==> src/rtl/dmem_lsu.sv <==
// dmem_lsu: byte/half/word data memory with LSU front end, configurable read latency and fault detection
module dmem_lsu #(
    parameter int ADDR_W       = 32,
    parameter int DEPTH_WORDS  = 64,
    parameter int READ_LATENCY = 1
) (
    input  logic              clk,
    input  logic              reset,
    input  logic              req_valid,
    output logic              req_ready,
    input  logic              req_write,
    input  logic [ADDR_W-1:0] req_addr,
    input  logic [1:0]        req_size,
    input  logic              req_unsigned,
    input  logic [31:0]       req_wdata,
    output logic              rsp_valid,
    output logic [31:0]       rsp_rdata,
    output logic              rsp_err,
    output logic [31:0]       dbg_word0,
    output logic [31:0]       dbg_word1
);
    localparam int IW = $clog2(DEPTH_WORDS);
    localparam logic [2:0] CNT_INIT = 3'(READ_LATENCY > 1 ? READ_LATENCY - 2 : 0);

    typedef enum logic [1:0] {IDLE, WAIT, RESP} state_t;

    state_t            state, state_nx;
    logic [31:0]       mem [DEPTH_WORDS];
    logic [2:0]        cnt;
    logic              write_q, unsigned_q;
    logic [1:0]        size_q;
    logic [ADDR_W-1:0] addr_q;
    logic              cur_write, cur_unsigned;
    logic [1:0]        cur_size, lane;
    logic [ADDR_W-1:0] cur_addr;
    logic [IW-1:0]     widx;
    logic [31:0]       rword, shifted, ld_data, wrep;
    logic [3:0]        be;
    logic              accept, bad, err_now;

    initial for (int k = 0; k < DEPTH_WORDS; k++) mem[k] = 32'(2 * k);

    // In IDLE the live request is used; afterwards the fields captured at acceptance.
    assign cur_write    = (state == IDLE) ? req_write    : write_q;
    assign cur_unsigned = (state == IDLE) ? req_unsigned : unsigned_q;
    assign cur_size     = (state == IDLE) ? req_size     : size_q;
    assign cur_addr     = (state == IDLE) ? req_addr     : addr_q;
    assign lane         = cur_addr[1:0];
    assign widx         = cur_addr[IW+1:2];
    assign rword        = mem[widx];
    assign shifted      = rword >> {lane, 3'b000};

    assign accept  = (state == IDLE) && req_valid && !reset;
    assign bad     = (req_size == 2'b11) || (req_size == 2'b01 && req_addr[0]) ||
                     (req_size == 2'b10 && req_addr[1:0] != 2'b00) || (|req_addr[ADDR_W-1:IW+2]);
    assign err_now = accept && bad;

    assign req_ready = (state == IDLE);
    assign rsp_valid = (state == RESP);
    assign dbg_word0 = mem[0];
    assign dbg_word1 = mem[1];

    always_comb begin
        ld_data  = (cur_size == 2'b00) ? {{24{~cur_unsigned & shifted[7]}}, shifted[7:0]} :
                   (cur_size == 2'b01) ? {{16{~cur_unsigned & shifted[15]}}, shifted[15:0]} : rword;
        be       = (cur_size == 2'b00) ? (4'b0001 << lane) :
                   (cur_size == 2'b01) ? (4'b0011 << lane) : 4'b1111;
        wrep     = (cur_size == 2'b00) ? {4{req_wdata[7:0]}} :
                   (cur_size == 2'b01) ? {2{req_wdata[15:0]}} : req_wdata;
        state_nx = (state == IDLE) ? (accept ? ((req_write || bad || READ_LATENCY == 1) ? RESP : WAIT) : IDLE) :
                   (state == WAIT) ? ((cnt == 3'd0) ? RESP : WAIT) : IDLE;
    end

    always_ff @(posedge clk) begin
        if (reset) begin
            state     <= IDLE;
            cnt       <= '0;
            rsp_rdata <= '0;
            rsp_err   <= 1'b0;
        end else begin
            state     <= state_nx;
            rsp_rdata <= (state_nx == RESP && !cur_write && !err_now) ? ld_data : '0;
            rsp_err   <= err_now;
            if (accept) begin
                write_q    <= req_write;
                unsigned_q <= req_unsigned;
                size_q     <= req_size;
                addr_q     <= req_addr;
                cnt        <= CNT_INIT;
            end else if (state == WAIT) begin
                cnt <= cnt - 3'd1;
            end
        end
    end

    always_ff @(posedge clk) begin
        if (accept && req_write && !bad)
            for (int i = 0; i < 4; i++)
                if (be[i]) mem[widx][8*i +: 8] <= wrep[8*i +: 8];
    end
endmodule

==> config.mk <==
export PLATFORM = sky130hd
export DESIGN_NAME = dmem_lsu
export DESIGN_NICKNAME = d
export VERILOG_FILES = /design/src/rtl/dmem_lsu.sv
export SDC_FILE = /design/constraint.sdc
export NUM_CORES = 2
export LEC_CHECK = 0
export CAP_MARGIN = 5
export CORE_MARGIN = 3
export CORE_UTILIZATION = 40
export DETAILED_ROUTE_END_ITERATION = 8
export GPL_TIMING_DRIVEN = 1
export PLACE_DENSITY = 0.56
export REMOVE_ABC_BUFFERS = 1
export SYNTH_ARGS = -nofsm -noshare
export SYNTH_HDL_FRONTEND = slang
export SYNTH_SLANG_ARGS = --single-unit
==> constraint.sdc <==
create_clock -name clk -period 7.75 [get_ports clk]
set_clock_uncertainty 0.15 [all_clocks]
set_input_delay 1.9375 -clock clk [delete_from_list [all_inputs] [get_ports clk]]
set_output_delay 1.9375 -clock clk [all_outputs]
set_load 0.01 [all_outputs]
=== Yosys cells after proc, flatten, opt, wreduce, memory -nomap -nowiden ===
Memories as Yosys holds them, arrays and structs flattened.
Cells that the tools add are included.

* Register bits: 50
* RAM bits: 2048
* Input bits: 71
* Memories kept: 1
* Word-level logic and storage cells: 75

* Bitwise logic cells: 5
* Muxes and demuxes: 26
* Reductions and logical operators: 24
* Equal/unequal tests: 7
* Shift operators: 3
* Add/sub/neg operators: 1

{| class="wikitable"
|+ Memory list
! memory !! depth !! width !! read ports !! clocked after Yosys merged registers in !! wr ports !! line !! text
|-
| mem || 64 || 32 || 3 || 0 || 1 || 28 || <nowiki>logic [31:0] mem [DEPTH_WORDS];</nowiki>
|}

{| class="wikitable"
|+ Operator list
! cell !! number
|-
| 32-bit two-way mux || 4
|-
| 32-bit by 5-bit right shift with 16-bit output || 1
|-
| 24-bit OR reduction || 1
|-
| 1-bit two-way mux || 14
|-
| 2-bit two-way mux || 5
|-
| 1-bit logical AND || 9
|-
| 2-bit equality test (second input constant) || 4
|-
| 4-bit two-way mux || 2
|-
| 8-bit two-way mux || 1
|-
| 2-bit by 1-bit equality test with 1-bit output (second input constant) || 3
|-
| 1-bit logical NOT || 4
|-
| 2-bit logical NOT || 2
|-
| 2-bit OR reduction || 2
|-
| 1-bit by 2-bit << shifter with 4-bit output (first input constant) || 1
|-
| 2-bit by 2-bit << shifter with 4-bit output (first input constant) || 1
|-
| 3-bit logical NOT || 1
|-
| 1-bit logical OR || 3
|-
| 1-bit inverter || 3
|-
| 3-bit by 1-bit subtractor with 3-bit output (second input constant) || 1
|-
| 1-bit AND || 2
|-
| 2-bit AND reduction || 1
|-
| 2-bit nonzero test || 1
|}

=== Depth between registers and ports, before layout ===
* Depth in word-level cells: 10
* Depth in mapped cells: 17
* Gate-level depth less buffers: 10

=== Least setup slack after synthesis ===
OpenSTA, ideal clock, no wires.

* Path kind: input to register
* From: input port req_size[0]
* To: memory mem[0][24] (data pin)
* Data required time: 6899 ps
* Slack: 1603 ps
* Arrival: 5295 ps
* Cell stages on the path: 4
* Buffers on the path: 1
* Setup time: 701 ps
* Cell sequence: mux2i_1 > buf_2 > mux2i_1 > o21ai_0

* Longest elaborated chain between the ends: 4

{| class="wikitable"
|+ Ends and longest elaborated chain
! item !! line !! text
|-
| from (decl) || 13 || <nowiki>input logic [1:0] req_size,</nowiki>
|-
| 2-bit two-way mux * || 46 || <nowiki>assign cur_size = (state == IDLE) ? req_size : size_q;</nowiki>
|-
| 2-bit by 1-bit equality test with 1-bit output || 69 || <nowiki>(cur_size == 2'b01) ? {2{req_wdata[15:0]}} : req_wdata;</nowiki>
|-
| 32-bit two-way mux || 69 ||
|-
| 32-bit two-way mux * || 68 || <nowiki>wrep = (cur_size == 2'b00) ? {4{req_wdata[7:0]}} :</nowiki>
|-
| named net wrep[24] || 37 || <nowiki>logic [31:0] rword, shifted, ld_data, wrep;</nowiki>
|-
| to (decl) || 28 ||
|}

The timed path passes the listed nets; every way through them passes the cells marked *.

=== Final worst setup path ===
* From: input port req_addr[3]
* To: register rsp_rdata[14]

* Longest elaborated chain between the ends: 5

{| class="wikitable"
|+ Ends and longest elaborated chain
! item !! line !! text
|-
| from (decl) || 12 || <nowiki>input logic [ADDR_W-1:0] req_addr,</nowiki>
|-
| 8-bit two-way mux * || 47 || <nowiki>assign cur_addr = (state == IDLE) ? req_addr : addr_q;</nowiki>
|-
| memory read 64 x 32 bit * || n/a ||
|-
| 32-bit by 5-bit right shift with 16-bit output || 51 || <nowiki>assign shifted = rword >> {lane, 3'b000};</nowiki>
|-
| 32-bit two-way mux / 1-bit AND (equally long branches) || 65, 64 ||
|-
| 32-bit two-way mux * || 64 || <nowiki>ld_data = (cur_size == 2'b00) ? {{24{~cur_unsigned & shifted[7]}}, shifted[7:0]} :</nowiki>
|-
| to (signal assigned) || 82 || <nowiki>rsp_rdata <= (state_nx == RESP && !cur_write && !err_now) ? ld_data : '0;</nowiki>
|-
| to (decl) || 17 || <nowiki>output logic [31:0] rsp_rdata,</nowiki>
|}

Every way passes the cells marked *; elsewhere a longest branch is shown, timed or not.
A chain may end at the register's enable or synchronous reset.

==> key figures <==
Outcome
  – Status: finished, violations left
  – Failing checks: max-capacitance violations

Clock network
  – CTS Hold Bufs: 0
  – Clock sink count: approximately 2100
  – Clk root buf: clkbuf_16
  – Setup Fix Bufs, Post-CTS: 0
  – CTS buffer count: around 210
  – PostCTS Resize Cnt: 0
  – CTS tree: done
  – H-tree depth: 4
  – Worst-Skew Late Latency: 0.91 ns
  – Clock slew at reported path FFs: roughly 0.06 ns
  – Clk buf depth: 3

Logic synthesis
  – Synth area leader: edfxtp_1
  – Mean Syn Cell Area: 16.40 um2
  – Yosys reg bits: 2098
  – Post-synthesis mux area share: 2.580%
  – EDFF count, synth: a little over 2000
  – Synth unique cells: 106
  – Mapped Cells: 4953
  – Cell Area, Synth: 0.08122 mm2
  – Post-Synth Simple-Gate Area: 5.377%
  – Sequential fraction of the synthesis area: 77.10%
  – Synth Warn #: 0
  – Leading post-synthesis cells by cell area: edfxtp_1 76%, mux2i_1 2.2%, a22oi_1 2.2%
  – Synth top area share: 76.16%
  – Synth async-reset ratio: 0%
  – Most common cell in the netlist: edfxtp_1
  – Synth Area in Compound Gates: 12.36%
  – Synth cell count leaders: 2060 x edfxtp_1, 284 x nand2_1, 233 x a22oi_1
  – Main synth FF type: edfxtp_1
  – Synth Area in XOR/XNOR: 0%
  – Adder-cell share of the synthesized area: less than 1%
  – Main combinational cell family by area after synthesis: compound AO/OA/AOI/OAI gates

STA
  – Final Setup Violations: 0
  – Hold Fails Final Rpt: 0
  – Worst slew pin tran: 1.491 ns
  – Final Slew Violations: 0
  – Post-route minimum period: 6.705 ns
  – RSZ-0062 raised after global routing: no
  – F_max: 0.1492 GHz
  – Fin crit share: 86.51%
  – Setup_tns: 0 ns
  – Max-Slew Margin vs Limit: less than 1%

Worst setup path
  – FF-to-FF Start: state[1]
  – CP endpoint kind: register
  – Reg-to-reg endpoint: rsp_rdata[10]
  – CP Launch Type: input pin
  – CP max stage cell: nor3_1
  – Critical path data arrival time: 7.29 ns
  – R2R cell count: 12
  – Cell Chain, Critical Path: clkdlybuf4s50_1 > or3b_1 > o211ai_4 > nor2_4 > buf_12 > a22o_1 > a2111oi_0 > o22ai_1 > nor3_1 > buf_4 > o21a_1 > a31oi_1
  – CP Class: input pin to register
  – Worst Path Max Fanout: 30
  – Crit path required time: 8.33 ns
  – CP max stage delay: around 1.1 ns
  – Reg-to-reg setup timing slack: 1.83 ns

Die
  – IO Pins: 170
  – Core area: 0.2009 mm2
  – Die height: ~460 um
  – Die W: 456.6 um
  – Num rows: 164
  – Die ar.: 0.2085 mm2
  – Initial Util: 40.43%

Drt
  – DRT Wirelength: 297800 um
  – Initial DRC Count: 8129
  – Via count: approximately 53000
  – DR WL met2: 131100 um
  – M1 WL: 115000 um
  – DR vias/cell: 6.375
  – Final antenna-violating net count: 0
  – Met3 WL post-DR: 31460 um
  – Drt drc: 0
  – WL/cell: between 30 and 40 um
  – Max Used Layer: met5
  – First-pass DRT Iterations: 7

Min path
  – Hold Path Stages: 2
  – Min-delay src: cnt[1]
  – Hold Path End: cnt[1]
  – Worst Hold Class: register to register

Placed design
  – Gpl congestion: 0.9490
  – DP HPWL: 190300 um
  – Port-buffer cells: 169
  – Placed inst area: 0.08852 mm2

Layout
  – Multi-input combinational cell area: between 0.015 and 0.02 mm2
  – Synth-to-layout area growth: 17.46%
  – Final Cell Area: 0.09540 mm2
  – Final nets: 5511
  – # fillers: roughly 17000
  – Layout cells sized above 1: 16.80%
  – Storage element area: 0.06262 mm2

Global routing
  – GRT Residual Overflow: 0
  – GRT Util Overall: 27.89%
  – Initial antenna violation count: 25
  – First-pass GRT wire length: 410100 um
  – Vias in the first global route: 49910
  – Pin count of the biggest net entering global routing: 75

Power
  – Clk pwr share: 40.7%
  – Peak supply drop: 0.1982 mV
  – P_sw: 6.105 mW
  – Power Density: 260.9 mW/mm2
  – Sw Share: 24.53%
  – Int Pwr: 18.78 mW
  – Leakage: a little over 30 nW
  – Logic pwr share: 8.6%
  – Share of power burned in registers: 50.7%

Job
  – Max-cap viol count: 1
## logic make-up after synthesis
kind of cell    after synthesis
flops                      2098
compound gates             1352
simple gates                908
buf+inv                     385
mux                         204
fa+ha+maj                     6
## routing by layer
metal	GRT usage, %	vias to the layer above
met4	16.65	16
li1	-	21430
met5	0	-
met2	41.07	3524
met3	5.572	686
met1	38.37	27150
## power groups by stage
stage | combinational [mW] | sequential, mW | clock, mW
2_1_floorplan | 0.936 | 12.9 | 0
3_3_place_gp | 2.07 | 12.9 | 0
3_5_place_dp | 2.08 | 12.9 | 0
4_1_cts | 2.09 | 12.6 | 10.2
5_1_grt | 2.20 | 12.6 | 10.6
6_report | 2.14 | 12.6 | 10.1
## area by class of cell
type | instances | area share [%]
inverters | 13 | 0.05115
diodes | 15 | 0.03935
repair buffers | 638 | 5.776
multi-input cells | 2470 | 17.85
clock inverters | 147 | 1.440
well taps | 2656 | 3.483
clock buffers | 247 | 5.721
flip-flops and latches | 2098 | 65.64
## metrics by stage
stage | instances | utilization, % | power [mW] | hold slack (ns) | setup slack, ns
finish | 8284 | 47.49 | 24.89 | 0.3464 | 1.045
global route | 8283 | 47.49 | 25.46 | 0.3883 | 1.083
CTS | 8268 | 47.47 | 24.92 | 0.3566 | 1.244
detailed placement | 7874 | 44.07 | 14.95 | 0.3416 | 0.3391
global placement | 7874 | 44.07 | 14.93 | 0.3205 | 0.3644
floorplan | 4581 | - | 13.80 | 0.3044 | -3.606
## critical path, delay by kind of cell
family,cells,cell delay [ns]
AO/OA/AOI/OAI,6,2.01
AND/OR/NAND/NOR,3,1.96
buffers and inverters,3,1.30
## sequential cells by signal, summed over array words and instances, names as in the netlist
name,flops
addr_q,8
cnt,3
state,2
rsp_err,1
rsp_rdata,32
unsigned_q,1
write_q,1
mem,2048
size_q,2
## worst max-delay path by stage
| stage | slack [ns] | cells past startpoint | end | from |
|---|---|---|---|---|
| 2_1_floorplan | -3.61 | 9 | rsp_rdata[16] | req_addr[2] |
| 3_3_place_gp | 0.36 | 12 | rsp_rdata[2] | req_addr[4] |
| 3_5_place_dp | 0.34 | 12 | rsp_rdata[10] | req_addr[4] |
| 4_1_cts | 1.24 | 12 | rsp_rdata[10] | req_addr[3] |
| 5_1_grt | 1.08 | 12 | rsp_rdata[14] | req_addr[3] |
| 6_report | 1.05 | 12 | rsp_rdata[14] | req_addr[3] |
## cells in the final DEF (no fill, tap or decap), drive strengths merged, types with 47 or more instances in the layout
cell type and n:
edfxtp 2060, buf 477, nand2 287, clkbuf 247, a22oi 234, nor3 231, o22ai 221, nor2 182
mux2i 180, clkdlybuf4s50 161, a21oi 145, o21ai 138, clkinv 112, a221oi 96, a22o 75, o221ai 55
a31oi 48, nand3 47
Note: power is estimated with default switching activity, not from simulation.
